==> src/rtl/instruction_fetch.sv <==
// Instruction fetch stage: owns the PC, keeps one instruction-memory read in flight,
// and hands {instruction, pc} to decode through a valid/ready output register.
module instruction_fetch #(
    parameter int unsigned       XLEN      = 64,
    parameter logic [XLEN-1:0]   RESET_PC  = 64'h0,
    parameter logic [31:0]       NOP_INSTR = 32'h00000013
) (
    input  logic            clk,
    input  logic            rst_n,
    output logic            imem_req_valid,
    input  logic            imem_req_ready,
    output logic [XLEN-1:0] imem_addr,
    input  logic            imem_resp_valid,
    input  logic [31:0]     imem_resp_data,
    input  logic            redirect_valid,
    input  logic [XLEN-1:0] redirect_pc,
    input  logic            id_ready,
    output logic            if_valid,
    output logic [31:0]     if_instruction,
    output logic [XLEN-1:0] if_pc,
    output logic            fetch_fault
);

    typedef enum logic [1:0] {
        S_REQ   = 2'd0,
        S_WAIT  = 2'd1,
        S_HOLD  = 2'd2,
        S_FAULT = 2'd3
    } state_t;

    state_t          state_q;
    logic [XLEN-1:0] pc_q;
    logic [XLEN-1:0] inflight_pc_q;
    logic            drop_q;
    logic [31:0]     hold_instr_q;
    logic [XLEN-1:0] hold_pc_q;

    logic transfer;
    logic slot_free;
    logic misaligned;
    logic hold_load;
    logic outstanding_after;

    assign transfer   = if_valid && id_ready;
    assign slot_free  = !if_valid || id_ready;
    assign misaligned = redirect_pc[1:0] != 2'b00;

    assign imem_req_valid = (state_q == S_REQ);
    assign imem_addr      = pc_q;

    // A live response that finds decode stalled parks in the hold buffer.
    assign hold_load = (state_q == S_WAIT) && imem_resp_valid && !drop_q
                       && !slot_free && !redirect_valid;

    // Whether a memory response is still owed after this cycle, used when a
    // redirect must decide between waiting out a stale response or refetching.
    // NOTE: every combinational output gets a default first so no latch is inferred.
    always_comb begin
        outstanding_after = 1'b0;
        case (state_q)
            S_REQ:   outstanding_after = imem_req_ready;
            S_WAIT:  outstanding_after = !imem_resp_valid;
            S_FAULT: outstanding_after = drop_q && !imem_resp_valid;
            default: outstanding_after = 1'b0;
        endcase
    end

    // NOTE: sequential state uses non-blocking assignments so every register
    // samples pre-edge values regardless of statement order.
    always_ff @(posedge clk or negedge rst_n) begin
        if (!rst_n) begin
            state_q        <= S_REQ;
            pc_q           <= RESET_PC;
            inflight_pc_q  <= RESET_PC;
            drop_q         <= 1'b0;
            fetch_fault    <= 1'b0;
            if_valid       <= 1'b0;
            if_instruction <= NOP_INSTR;
            if_pc          <= '0;
        end else if (redirect_valid) begin
            pc_q           <= redirect_pc;
            if_valid       <= 1'b0;
            if_instruction <= NOP_INSTR;
            drop_q         <= outstanding_after;
            fetch_fault    <= misaligned;
            if (misaligned) begin
                state_q <= S_FAULT;
            end else if (outstanding_after) begin
                state_q <= S_WAIT;
            end else begin
                state_q <= S_REQ;
            end
        end else begin
            if (transfer) begin
                if_valid       <= 1'b0;
                if_instruction <= NOP_INSTR;
            end
            case (state_q)
                S_REQ: begin
                    if (imem_req_ready) begin
                        inflight_pc_q <= pc_q;
                        state_q       <= S_WAIT;
                    end
                end
                S_WAIT: begin
                    if (imem_resp_valid) begin
                        if (drop_q) begin
                            drop_q  <= 1'b0;
                            state_q <= S_REQ;
                        end else if (slot_free) begin
                            if_valid       <= 1'b1;
                            if_instruction <= imem_resp_data;
                            if_pc          <= inflight_pc_q;
                            pc_q           <= inflight_pc_q + XLEN'(4);
                            state_q        <= S_REQ;
                        end else begin
                            state_q <= S_HOLD;
                        end
                    end
                end
                S_HOLD: begin
                    if (id_ready) begin
                        if_valid       <= 1'b1;
                        if_instruction <= hold_instr_q;
                        if_pc          <= hold_pc_q;
                        pc_q           <= hold_pc_q + XLEN'(4);
                        state_q        <= S_REQ;
                    end
                end
                S_FAULT: begin
                    if (imem_resp_valid && drop_q) begin
                        drop_q <= 1'b0;
                    end
                end
                default: state_q <= S_REQ;
            endcase
        end
    end

    // NOTE: the hold buffer is pure data; its occupancy is encoded by S_HOLD,
    // so it carries no reset.
    always_ff @(posedge clk) begin
        if (hold_load) begin
            hold_instr_q <= imem_resp_data;
            hold_pc_q    <= inflight_pc_q;
        end
    end

    a_stall_stable: assert property (@(posedge clk) disable iff (!rst_n)
        (if_valid && !id_ready && !redirect_valid)
        |=> (if_valid && $stable(if_instruction) && $stable(if_pc)));

    a_nop_when_idle: assert property (@(posedge clk) disable iff (!rst_n)
        !if_valid |-> (if_instruction == NOP_INSTR));

    a_fault_state: assert property (@(posedge clk) disable iff (!rst_n)
        fetch_fault == (state_q == S_FAULT));

endmodule

==> config.mk <==
export PLATFORM = sky130hd
export DESIGN_NAME = instruction_fetch
export DESIGN_NICKNAME = d
export VERILOG_FILES = /design/src/rtl/instruction_fetch.sv
export SDC_FILE = /design/constraint.sdc
export NUM_CORES = 1
export LEC_CHECK = 0
export CORE_MARGIN = 4
export CORE_UTILIZATION = 40
export CTS_CLUSTER_SIZE = 20
export DETAILED_ROUTE_END_ITERATION = 16
export GPL_ROUTABILITY_DRIVEN = 0
export PLACE_DENSITY = 0.62
export SYNTH_ARGS = -nofsm -noshare
export SYNTH_HDL_FRONTEND = slang
export SYNTH_SLANG_ARGS = --single-unit
==> constraint.sdc <==
create_clock -name clk -period 14.58 [get_ports clk]
set_clock_uncertainty 0.1 [all_clocks]
set_input_delay 2.187 -clock clk [delete_from_list [all_inputs] [get_ports clk]]
set_output_delay 2.187 -clock clk [all_outputs]
set_load 0.02 [all_outputs]
== Word-level counts from Yosys, hierarchy flattened ==
Index checks and enable logic that the tools add are counted.
Word-level totals
  flip-flop bits (word level): 325
  output and inout bits: 163
Cells by class
  $add $sub $neg: 2
  eq/ne operators: 13
  mux-type cells: 39
  bitwise logic cells: 1
  reduce and logical (&&, ||, !) cells: 24
Operators by type and width (number)
  two-way mux 64 bit: 9
  one-hot mux 64 bit (2 select lines): 2
  two-way mux 32 bit: 6
  adder 64 x 3 -> 64 bit (second input constant): 2
  one-hot mux 32 bit (2 select lines): 1
  inequality test 3 bit (second input constant): 5
  two-way mux 2 bit: 7
  two-way mux 1 bit: 10
  inequality test 2 bit (second input constant): 4
  logical AND 1 bit: 7
  one-hot mux 2 bit (3 select lines): 1
  AND reduction 3 bit: 2
  AND reduction 6 bit: 1
  nonzero test 3 bit: 2
  logical NOT 1 bit: 5
  AND reduction 5 bit: 1
  == test 2 bit (second input constant): 2
  one-hot mux 1 bit (2 select lines): 2
  AND reduction 4 bit: 1
  nonzero test 2 bit: 2
  nonzero test 4 bit: 1
  inequality test 3 x 1 -> 1 bit (second input constant): 1
  one-hot mux 1 bit (3 select lines): 1
  == test 2 x 1 -> 1 bit (second input constant): 1
  other kinds (3): 3

== Depth between registers and ports, before layout ==
Gate-level depths: netlist of the first run.
  depth after elaboration: 7
  mapped depth: 17

== Worst setup path after synthesis of the first run ==
OpenSTA, ideal clock, no wires.
  path kind: in2reg
  start point: input port redirect_valid
  end point: register hold_instr_q[0] (enable)
  arrival: 9.319 ns
  required time: 13.812 ns
  setup slack: 4.493 ns
  stages on the path: 4
  cells stage by stage: clkbuf_1 -> clkbuf_1 -> clkbuf_1 -> nor3_1
On the way
  cells in the longest elaborated chain, start to end: 2
RTL lines
  start: declaration: line 15  | input logic redirect_valid,
  logical NOT 1 bit: line 53  | && !slot_free && !redirect_valid;
  logical AND 1 bit: line 53
  named net hold_load: line 41  | logic hold_load;
  end signal: assignment: line 144  | hold_instr_q <= imem_resp_data;
  end: declaration: line 35  | logic [31:0] hold_instr_q;
The timed path passes the listed nets, and every way through them passes these cells.
A chain may end at the register's enable or synchronous reset.

== Worst setup path after layout of the first run ==
  start point: input port imem_resp_valid
  end point: register pc_q[37] (netlist: imem_addr[37])
On the way
  cells in the longest elaborated chain, start to end: 2
RTL lines
  start: declaration: line 13  | input logic imem_resp_valid,
  inequality test 3 bit (no source line)
  AND reduction 5 bit (no source line)
  end signal: assignment: line 81  | pc_q <= redirect_pc;
  end signal: assignment: line 114  | pc_q <= inflight_pc_q + XLEN'(4);
  end signal: assignment: line 126  | pc_q <= hold_pc_q + XLEN'(4);
  end: declaration: line 32  | logic [XLEN-1:0] pc_q;
Every way passes these cells.

==> impl_results.md, run 1 <==
- Status: completed
- Drt wl/cell: about 22 um
- Period utilisation layout: 0.327
- Root Driver: clkbuf_16
- Count leader, synth: dfrtp_1
- Achievable frequency: 0.209 GHz
- Comb power frac: 0.405
- Post-layout min period: between 4000 and 5000 ps
- CTS tree: built
- Total Wirelength: 48800 um
- Max Cap Viol: 0
- RSZ-0062 raised after global routing: no
- Crit path max-delay cell type: and2_2
- Compound-gate portion of the synthesized area: 0.130
- Critical Path Start Type: input port
- Via Count: 12624
- DIE WIDTH: 207 um
- First-pass GRT wire length: about 74000 um
- Number of port buffers: roughly 260
- Num CTS Buffers: 38
- Yosys warns: 0
- Internal: ~2.5 mW
- Layout cells sized above 1: 0.118
- Routed vias/inst: 5.73
- Clk pwr share: 0.230
- Final hold vios: 0
- WHS Path Cells: 2
- Worst EP required: 14890 ps
- Antenna Diode Count: 0
- Area of the multi-input gates: approximately 6700 um^2
- Initial Util: 0.406
- GR Overflow Total: 0
- Initial antenna violation count: 1
- Maximum VDD drop: between 90 and 100 uV
- Worst slew margin: 0.237
- CP cell instances: clkdlybuf4s50_1 -> and3b_1 -> o21ai_0 -> and2_2 -> buf_4 -> nor3_1 -> and4_1 -> nor4_1
- Switch share: 0.390
- Xor/xnor cell area share of the yosys netlist: 0.0267
- DRT Pass-1 Iters: 9
- Ports: approximately 270
- Fraction of the mapped netlist area in adder cells: 0.00397
- CTS clk-pin slew, worst paths: 60 ps
- Vias in the first global route: about 12000
- Slew @ Worst Pin: between 1000 and 1500 ps
- Die area: roughly 43000 um^2
- Hold_buf cts: 0
- CP Data Arrival Time: slightly above 5000 ps
- Syn Nets: between 1500 and 2000
- Worst-Skew Late Latency: roughly 540 ps
- Leakage: 7.60 nW
- Die H: 207 um
- Final Util: 0.517
- Core Footprint: a little under 40000 um^2
- GRT Resource Usage Total: 0.223
- Psw: ~1.6 mW
- Worst-case clock buffer depth: 3
- Post-synth top area cell: dfrtp_1
- Synth top area cells: dfrtp_1 36%, edfxtp_1 18%, mux2_2 7.4%
- Synth cell count leaders: 226 x dfrtp_1, 169 x nand2_1, 125 x o21ai_0, 104 x mux2_2, 96 x edfxtp_1
- Worst setup path class: input port to flop
- Worst path max stage delay: between 600 and 700 ps
- Register area: ~8600 um^2
- Synthesized cell area: ~16000 um^2
- Post-synthesis mux area share: 0.116
- Largest net degree at the start of global routing: 148
- Share of the synthesized area in the top cell type: 0.359
- EDFF count, synth: 96
- Post-CTS Setup Bufs: 0
- Final Max Slew Viols: 0
- Main combinational cell family by area after synthesis: simple AND/OR/NAND/NOR gates
- P&R area growth vs syn: 27.3%
- Final setup fails: 0
- Netlist cell types: 62
- Filler Cell Count: approximately 3500
- Sequential fraction of the synthesis area: 0.547
- ANT nets after route: 0
- Syn avg cell area: ~11 um^2
- Cell Pwr Density: around 200 nW/um^2
- Post-synthesis simple-gate area fraction: 0.147
- Worst min path class: flop to flop
- Critical Path End Type: flop
- Cells after Synth: approximately 1400
- Worst Reg-to-Reg Cells: 9
- Max FO, Critical Path: 35
- DRT iter0 DRCs: between 1000 and 1500
- Final HPWL DP: between 30000 and 40000 um
- #FFs+latches synth: around 330
- Drc violations: 0
- Net count reported at finish: around 1800
- Post-synth ARST share: 0.705
- Row cnt: 72
- CTS resizes: 0
- H-tree Lvls: 2
- Post-synth top flop: dfrtp_1
- Sequential power share: 0.365
- # clock sinks: roughly 330
- Setup_tns: 0 ps
-- layout by cell type (no fill, tap or decap), types with 50 or more instances in the layout --
cell type        count
nand3_1             54
clkdlybuf4s50_1    261
nand2_1            169
mux2i_1             65
mux2_2             104
a22oi_1             50
edfxtp_1            96
dfrtp_1            226
o21ai_0            125
-- layer usage --
metal  GRT usage  part of all wire
met4      0.0568             0.020
met5           0           0.00027
met3      0.0391             0.070
met1       0.328              0.45
met2       0.344              0.46
-- layout make-up --
type,count,share of cell area
clock buffer,56,0.0543
clock inverter,12,0.00580
tap,518,0.0323
timing repair buffer,281,0.138
sequential,325,0.429
multi-input combinational,981,0.334
inverter,30,0.00561
-- registers in the layout, indices dropped and copies added (netlist names) --
name,count
state_q,2
imem_addr,64
if_pc,64
if_instruction,32
hold_instr_q,32
drop_q,1
if_valid,1
inflight_pc_q,64
hold_pc_q,64
fetch_fault,1
-- metrics by stage --
stage	setup WS [ps]	power, mW	cell area (um^2)	hold slack [ps]	instances
after floorplan	4490	2.42	15800	340	1425
after global placement	9490	3.10	18900	355	2135
after detailed placement	9350	3.13	18900	364	2135
after CTS	9910	4.08	20100	380	2203
after global routing	9630	4.28	20100	397	2203
final	9810	4.05	20100	377	2203
-- power by group through the flow --
| stage | clock network (mW) | logic, mW | registers, mW |
|---|---|---|---|
| after floorplan | 0 | 0.817 | 1.61 |
| after global placement | 0 | 1.62 | 1.48 |
| after detailed placement | 0 | 1.64 | 1.49 |
| after CTS | 0.949 | 1.65 | 1.48 |
| after global routing | 0.988 | 1.78 | 1.52 |
| final | 0.930 | 1.64 | 1.48 |
-- path summary, 6_finish.rpt --
kind / startpoint / endpoint / slack (ps)
setup reg to reg: state_q[0]$_DFFE_PN0P_ / imem_addr[57]$_DFFE_PN0P_ / 9880
setup / recovery: imem_resp_valid / imem_addr[37]$_DFFE_PN0P_ / 9810
hold / removal: if_pc[6]$_DFFE_PN0P_ / if_pc[6]$_DFFE_PN0P_ / 380
max in group asynchronous: rst_n / inflight_pc_q[10]$_DFFE_PN0P_ / 11340
min in group asynchronous: rst_n / imem_addr[46]$_DFFE_PN0P_ / 1620
hold reg to reg: if_pc[6]$_DFFE_PN0P_ / if_pc[6]$_DFFE_PN0P_ / 380
-- worst max-delay path, delay by kind of cell --
| family | cells | cell delay, ps |
|---|---|---|
| buf+inv | 2 | 940 |
| compound gates | 1 | 390 |
| simple gates | 5 | 1510 |
-- logic make-up (layout without fill, tap and decap cells) --
group / count (synthesis) / count (layout)
buffers and inverters: 119 / 379
AOI/OAI and AO/OA: 315 / 315
xor gates and xnor gates: 48 / 48
and+or+nand+nor: 444 / 444
adders and majority gates: 5 / 5
muxes: 169 / 169
DFF: 325 / 325
(Power assumes the default switching activity.)
==> run 2, diff against run 1 <==
==> constraint.sdc (replaced) <==
create_clock -name clk -period 4.4 [get_ports clk]
set_clock_uncertainty 0.1 [all_clocks]
set_input_delay 0.66 -clock clk [delete_from_list [all_inputs] [get_ports clk]]
set_output_delay 0.66 -clock clk [all_outputs]
set_load 0.02 [all_outputs]
==> run 2 against run 1 <==
Compared with the run above: setup slack got worse by 9300 ps; critical path depth rose by 1; die area did not move; global-route usage rose by 0.60 points; largest power group unchanged; highest routed layer is now met4.
==> impl_results.md, run 2 (synthesis gave the netlist of run 1 again) <==
- Row cnt: just over 70
- Internal: between 8 and 9 mW
- GRT Resource Usage Total: 0.229
- Register area: around 8600 um^2
- Met2 Usage GRT: 0.358
- Filler Cell Count: 3464
- DRT iter0 DRCs: ~1100
- Antenna Diode Count: 0
- Maximum VDD drop: around 350 uV
- DRT Pass-1 Iters: 7
- Grt met1 use: 0.338
- Critical Path Start Type: flop
- Final Total Pwr: 13.4 mW
- RSZ-0062 raised after global routing: no
- Die area: approximately 43000 um^2
- Worst slew margin: 0.242
- Status: completed
- Worst-Skew Late Latency: around 540 ps
- Drt wl/cell: between 20 and 25 um
- Most frequent cells in the layout: 261 x clkdlybuf4s50_1, 226 x dfrtp_1, 169 x nand2_1
- CTS resizes: 0
- Place WS: ~530 ps
- Worst Reg-to-Reg Cells: 9
- CP Data Arrival Time: 4270 ps
- Max Cap Viol: 0
- Worst Slack Setup Final: roughly 460 ps
- Net count reported at finish: approximately 1800
- Post-layout min period: 3940 ps
- Psw: ~5.3 mW
- Clk pwr share: 0.221
- Final setup fails: 0
- Routed vias/inst: slightly below 6
- Switch share: 0.397
- Via Count: 12802
- Root Driver: clkbuf_16
- Final Max Slew Viols: 0
- # clock sinks: 325
- Layout cells sized above 1: 0.127
- Vias in the first global route: ~13000
- Ports: 265
- Comb power frac: 0.413
- Worst setup path class: flop to flop
- P&R area growth vs syn: 28.1%
- GR peak layer: met2
- Final hold vios: 0
- Die H: a little over 200 um
- Num CTS Buffers: 37
- Sequential power share: 0.366
- First-pass GRT wire length: ~76000 um
- Leakage: roughly 7.7 nW
- CTS clk-pin slew, worst paths: roughly 60 ps
- Area of the multi-input gates: roughly 6700 um^2
- Worst-case clock buffer depth: 3
- GR Overflow Total: 0
- Slew @ Worst Pin: approximately 1100 ps
- ANT nets after route: 0
- Total Wirelength: 50300 um
- H-tree Lvls: 2
- Setup_tns: 0 ps
- CTS tree: built
- Initial antenna violation count: 0
- Post-CTS Setup Bufs: 0
- Worst EP required: 4730 ps
- Achievable frequency: 0.254 GHz
- Period utilisation layout: 0.895
- Core Footprint: about 39000 um^2
- Fin Hold WS: ~60 ps
- Hold_buf cts: 0
- Critical Path End Type: flop
- Cell Pwr Density: between 600 and 700 nW/um^2
- GR Util met3: 0.0336
- Initial Util: 0.406
- Final HPWL DP: 35000 um
- Max FO, Critical Path: between 60 and 70
- Number of port buffers: about 260
- Worst min path class: input port to asynchronous set/reset pin
- Drc violations: 0
- DIE WIDTH: just over 200 um
- Largest net degree at the start of global routing: between 100 and 150
- Commonest non-fill, non-tap cell in the layout: clkdlybuf4s50_1
[run 2: changes by cell type in the layout (fill, tap and decap cells not counted)]
cell	before	now
clkinv_8	0	2
clkbuf_16	39	37
buf_4	17	26
clkinv_2	4	9
nor3_4	0	1
buf_12	1	5
clkbuf_1	12	10
bufinv_16	2	1
inv_1	30	29
nor3_2	1	0
clkinv_1	3	2
[run 2: metrics by stage]
step                      utilization  cell area [um^2]  cells
final                           0.520             20200   2216
after detailed placement        0.490             19000   2148
after CTS                       0.520             20200   2216
after global placement          0.490             19000   2148
after floorplan                     -             15800   1425
after global routing            0.520             20200   2216
[run 2: worst max-delay path: stages (launching register included)]
cell and delay (ps):
dfrtp_1 400, inv_1 150, ha_4 550, buf_12 380
nand3_2 210, a222oi_1 840, nand3_1 160, nor4_1 580
xor2_1 140, a221oi_1 280
[run 2: power by group through the flow]
| stage | logic [mW] | registers (mW) | clock network [mW] |
|---|---|---|---|
| after floorplan | 2.71 | 5.32 | 0 |
| after global placement | 5.51 | 4.95 | 0 |
| after detailed placement | 5.55 | 4.97 | 0 |
| after CTS | 5.57 | 4.92 | 3.04 |
| after global routing | 5.99 | 5.04 | 3.19 |
| final | 5.55 | 4.93 | 2.97 |
[run 2: worst paths after layout]
check / end / from / slack (ps)
max in group asynchronous: if_instruction[4]$_DFF_PN1_ / rst_n / 2970
min reg2reg: hold_pc_q[1]$_DFFE_PP_ / inflight_pc_q[1]$_DFFE_PN0P_ / 370
max: imem_addr[46]$_DFFE_PN0P_ / state_q[0]$_DFFE_PN0P_ / 460
max reg2reg: imem_addr[46]$_DFFE_PN0P_ / state_q[0]$_DFFE_PN0P_ / 460
min: if_pc[43]$_DFFE_PN0P_ / rst_n / 60
min in group clk: hold_pc_q[1]$_DFFE_PP_ / inflight_pc_q[1]$_DFFE_PN0P_ / 370
[run 2: layout make-up]
cell class	instances	share of cell area
Clock buffer	52	0.0511
Timing Repair Buffer	294	0.145
Inverter	30	0.00558
Clock inverter	16	0.00675
Tap cell	518	0.0321
Sequential cell	325	0.427
Multi-Input combinational cell	981	0.333
[run 2: layer usage]
layer,part of all wire,up-vias
met4,0.021,0
met5,0,-
met2,0.46,524
li1,-,5832
met3,0.069,66
met1,0.45,6380
==> run 3, diff against run 2 <==
--- a/config.mk
+++ b/config.mk
@@ -5,7 +5,7 @@
 export SDC_FILE = /design/constraint.sdc
 export NUM_CORES = 1
 export LEC_CHECK = 0
-export CORE_MARGIN = 4
+export CORE_MARGIN = 3
 export CORE_UTILIZATION = 40
 export CTS_CLUSTER_SIZE = 20
 export DETAILED_ROUTE_END_ITERATION = 16
==> run 3 against run 2 <==
Compared with the run above: cell area fell by 0.62%; routed wire length down 2.6%; utilization fell by 0.32 points; clock-buffer cell count down 2; setup slack improved by 100 ps; critical path type unchanged; critical endpoint is now imem_addr[17]$_DFFE_PN0P_; largest cell class unchanged; highest routed layer unchanged.
==> impl_results.md, run 3 (synthesis gave the netlist of run 1 again) <==
- Psw: 5.26 mW
- Final hold vios: 0
- GR Overflow Total: 0
- Most frequent cells in the layout: 261 x clkdlybuf4s50_1, 226 x dfrtp_1, 169 x nand2_1
- Fin Hold WS: roughly 52 ps
- DRT Pass-1 Iters: 9
- # clock sinks: 325
- Max Cap Viol: 0
- Worst path max stage delay: about 830 ps
- Drc violations: 0
- Switch share: 0.396
- Final Total Pwr: ~13 mW
- ANT nets after route: 0
- Cell Pwr Density: between 600 and 700 nW/um^2
- CTS resizes: 0
- Crit path max-delay cell type: and2_2
- Max FO, Critical Path: between 60 and 70
- Post-CTS Setup Bufs: 0
- Maximum VDD drop: roughly 360 uV
- Worst R2R Start: state_q[0]$_DFFE_PN0P_
- Core Footprint: roughly 39000 um^2
- Hold_buf cts: 0
- Initial Util: 0.406
- Commonest non-fill, non-tap cell in the layout: clkdlybuf4s50_1
- Total Wirelength: 49000 um
- Post-layout min period: between 3000 and 4000 ps
- Final HPWL DP: roughly 34000 um
- Leakage: ~7.6 nW
- CP Data Arrival Time: roughly 4200 ps
- Worst-Skew Late Latency: between 500 and 600 ps
- Achievable frequency: 0.260 GHz
- DRT iter0 DRCs: ~1300
- Ports: 265
- Drt wl/cell: around 22 um
- Via Count: approximately 13000
- Critical Path Start Type: flop
- Worst slew margin: 0.218
- Routed vias/inst: around 5.7
- Setup_tns: 0 ps
- Worst Path Buf+Inv: 4
- DIE WIDTH: a little over 200 um
- Layout cells sized above 1: 0.122
- CP cell instances: inv_1 -> ha_4 -> buf_12 -> buf_4 -> or3_1 -> and2_2 -> buf_4 -> and3_1 -> a21oi_1 -> o21ai_0
- Post-route cell area: ~20000 um^2
- H-tree Lvls: 2
- First-pass GRT wire length: 75000 um
- Num CTS Buffers: 37
- Layout Cells excl Fill: 2209
- Slew @ Worst Pin: around 1200 ps
- Final Util: 0.517
- Net count reported at finish: 1772
- Final Max Slew Viols: 0
- CTS tree: built
- GRT Resource Usage Total: 0.230
- Die area: between 40000 and 50000 um^2
- Largest net degree at the start of global routing: around 120
- Number of port buffers: 264
- Reg-to-Reg End: imem_addr[17]$_DFFE_PN0P_
- Comb power frac: 0.417
- RSZ-0062 raised after global routing: no
- Place WS: a little over 600 ps
- Worst Reg-to-Reg Cells: 10
- Period utilisation layout: 0.873
- Sequential power share: 0.369
- Worst min path class: input port to asynchronous set/reset pin
- Worst setup path class: flop to flop
- Root Driver: clkbuf_16
- Internal: between 8 and 9 mW
- Vias in the first global route: between 10000 and 15000
- Worst-case clock buffer depth: 3
- Die H: a little over 200 um
- Worst Slack Setup Final: between 500 and 600 ps
- Clk pwr share: 0.215
- Placed Cells incl. Taps: approximately 2100
- CTS clk-pin slew, worst paths: 60 ps
- FF-to-FF setup slack: about 560 ps
- P&R area growth vs syn: 27.3%
- Filler Cell Count: around 3500
- Critical Path End Type: flop
- CP delay by family, top: buffers and inverters
- Row cnt: 72
- Worst EP required: about 4700 ps
- Status: completed
- Final setup fails: 0
- Initial antenna violation count: 0
- Most common cell on crit path: buf_4
- Area post-placement: approximately 19000 um^2
- Antenna Diode Count: 0
run 3: changes by cell type in the layout (fill, tap and decap cells not counted), sizes merged:
cell | before | now
clkinvlp | 1 | 2
bufinv | 1 | 0
buf | 33 | 29
clkbuf | 52 | 50
clkinv | 14 | 13
run 3: layout make-up:
class                   count  area (um^2)  share of cell area
clock buffers              50         1010              0.0506
clock inverters            15         83.8             0.00418
inverters                  30          113             0.00561
multi-input cells         981         6720               0.335
flip-flops and latches    325         8620               0.429
well taps                 518          648              0.0323
repair buffers            290         2870               0.143
run 3: how the worst max path moves through the flow:
stage | start | end | slack [ps] | cells after the start
global route | state_q[0]$_DFFE_PN0P_ | imem_addr[24]$_DFFE_PN0P_ | 290 | 10
global placement | state_q[0]$_DFFE_PN0P_ | imem_addr[2]$_DFFE_PN0P_ | 680 | 10
finish | state_q[0]$_DFFE_PN0P_ | imem_addr[17]$_DFFE_PN0P_ | 560 | 10
CTS | state_q[0]$_DFFE_PN0P_ | imem_addr[17]$_DFFE_PN0P_ | 570 | 10
floorplan | redirect_valid | hold_instr_q[0]$_DFFE_PP_ | 240 | 4
detailed placement | state_q[0]$_DFFE_PN0P_ | imem_addr[17]$_DFFE_PN0P_ | 610 | 10
run 3: power groups by stage:
stage	Combinational (mW)	Sequential [mW]	Clock (mW)
2_1_floorplan	2.71	5.32	0
3_3_place_gp	5.47	4.92	0
3_5_place_dp	5.54	4.94	0
4_1_cts	5.57	4.89	2.92
5_1_grt	5.99	5.03	3.03
6_report	5.53	4.89	2.85
run 3: routing by layer:
layer | routed length [um] | track usage | vias to the layer above | part of all wire
met5 | 0 | 0 | - | 0
met4 | 1310 | 0.0619 | 0 | 0.027
met3 | 3450 | 0.0459 | 75 | 0.071
met2 | 22200 | 0.352 | 504 | 0.45
met1 | 22000 | 0.334 | 6243 | 0.45
li1 | - | - | 5812 | -
==> patch (flow settings as in run 3) <==
Encoding of `state_t`: now one-hot (4 bits for 4 states).
--- a/src/rtl/instruction_fetch.sv
+++ b/src/rtl/instruction_fetch.sv
@@ -21,11 +21,11 @@
     output logic            fetch_fault
 );
 
-    typedef enum logic [1:0] {
-        S_REQ   = 2'd0,
-        S_WAIT  = 2'd1,
-        S_HOLD  = 2'd2,
-        S_FAULT = 2'd3
+    typedef enum logic [3:0] {
+        S_REQ   = 4'b0001,
+        S_WAIT  = 4'b0010,
+        S_HOLD  = 4'b0100,
+        S_FAULT = 4'b1000
     } state_t;
 
     state_t          state_q;
Function: no difference found for any inputs over 4 cycles, from zero or initial values and one cycle with rst_n low; so few cycles prove little.
==> patch against run 3 <==
Via count shrank 6.0%; combinational power down 50%; global-route usage down 0.91 points; first-iteration DRC count shrank 14%; synthesized area is 4.2% lower; cell area down 3.0%; non-clock buffer count down 2; worst setup slack better by 180 ps; sequential cell count up 2; routed wire length shrank 7.8%; critical path depth increased by 1; power shrank 23%; synthesized cell count down 5.4%.
==> patch: results (changes against run 3) <==
GRT Util Overall 22.1% (-0.91 points); crit path kind register to register; Critical Path AT 3940 ps (-230 ps); wire per inst 21.2 um (-4.2%); status finished clean; Pre-Repair DR Iteration Count 9 (unchanged); largest net degree at the start of global routing 110 (-4.3%); total CTS buffers 37 (unchanged); Switch Pwr 3370 uW (-36%); leakage power 0.00811 uW (+6.6%); Post-synth top cells 227 x dfrtp_1, 168 x nand2_1, 107 x o21ai_0; worst reg2reg path startpoint state_q[1]; Max VDD drop 0.363 mV (+0.12%); Synth async-reset ratio 70.6% (+0.18 points); Resized cells post-CTS 0 (unchanged); max_slew headroom 30.3% (+8.6 points); register area share after synthesis 57.4% (+2.7 points); I/O Buffers 264 (unchanged); root buffer cell clkbuf_16; dominant cells by area after synthesis dfrtp_1 38%, edfxtp_1 19%, mux2_2 5.3%; initial antenna violation count 2 (+2); vias in the first global route 12,200 (-1.9%); Initial DRC Count 1,087 (-14%); H-Tree Depth 2 (unchanged); routed vias/inst 5.58 (-2.4%); first-pass GRT wire length 71,200 um (-5.1%); Clock transition at path regs 60 ps (about the same); Critical Path Fanout Max 10 (-84%); final net count 1,698 (-4.2%); filler cell count 3,332 (-3.4%); post-synth cell types 75 (+21%); clock tree buffer depth 3 (unchanged); Final HPWL DP 30,800 um (-8.9%); Yosys Warn Count 0 (unchanged); number of buffers added to fix hold violations after cts 0 (unchanged); Worst-Skew Late Latency 540 ps (+20 ps); Post-CTS Setup Bufs 0 (unchanged); Syn Nets 1,451 (-5.3%); Min-Delay Path Class primary input to asynchronous set/reset pin; Post-synth EDFFs 96 (unchanged); share of cells above drive strength 1 11.3% (-0.96 points)
==> patch: cell types whose count changed in the layout (fill, tap and decap cells not counted), sizes merged, moves of 15 or more <==
cell    change
mux2       -33
nand3b     -38
and3       +17
nor2       +25
a21oi      +15
a221oi     -16
a22oi      -41
==> patch: through the flow <==
stage	std cells	setup slack, ps	hold slack [ps]	instance area [um2]
finish	2127	741	81.3	19500
global route	2126	397	178	19500
CTS	2126	746	139	19500
detailed placement	2060	748	365	18300
global placement	2060	885	352	18300
floorplan	1348	48.0	264	15100
==> patch: logic make-up after synthesis <==
group | count (synthesis) | synth area share (%)
AOI/OAI and AO/OA | 272 | 11.6
xor gates and xnor gates | 57 | 3.30
adders and majority gates | 1 | 0.0828
buffers and inverters | 113 | 3.17
DFF | 327 | 57.4
muxes | 139 | 9.80
and+or+nand+nor | 439 | 14.6
==> patch: path summary, 6_finish.rpt <==
| check | to | slack (ps) | cells after the start |
|---|---|---|---|
| worst min register to register | hold_pc_q[63] | 380 | 0 |
| worst max-delay path | imem_addr[56] | 740 | 11 |
| max in group asynchronous | if_instruction[23] | 3070 | 2 |
| worst min-delay path | if_pc[31] | 80 | 1 |
| worst max register to register | imem_addr[56] | 740 | 11 |
| min in group clk | hold_pc_q[63] | 380 | 0 |
==> patch: area by class of cell <==
type | count | area share (%)
clock buffer | 57 | 5.62
tap | 504 | 3.24
timing repair buffer | 288 | 14.7
sequential | 327 | 44.6
inverter | 33 | 0.637
multi-input combinational | 908 | 30.9
clock inverter | 9 | 0.360
antenna | 1 | 0.0129
==> patch: power groups by stage <==
stage	registers [uW]	clock network [uW]	logic, uW
floorplan	4640	0	1330
global placement	4500	0	2750
detailed placement	4530	0	2790
CTS	4480	3050	2800
global route	4590	3170	3030
finish	4490	2990	2770
==> patch: routing by layer <==
metal	GRT usage (%)	vias up	part of all wire, %
li1	-	5462	-
met1	30.2	5866	43
met2	34.9	482	45
met3	6.86	58	9.5
met4	4.82	4	1.8
met5	0	-	0.060
==> patch: worst max-delay path: stages (launching register included) <==
cell	delay, ps
dfrtp_1	440
nor4b_2	530
nand2_1	150
nand2_1	120
ha_1	390
nand3_1	150
nor4_1	220
a21oi_1	150
nor4_2	730
nor3b_1	310
xnor2_1	160
o21ai_1	70
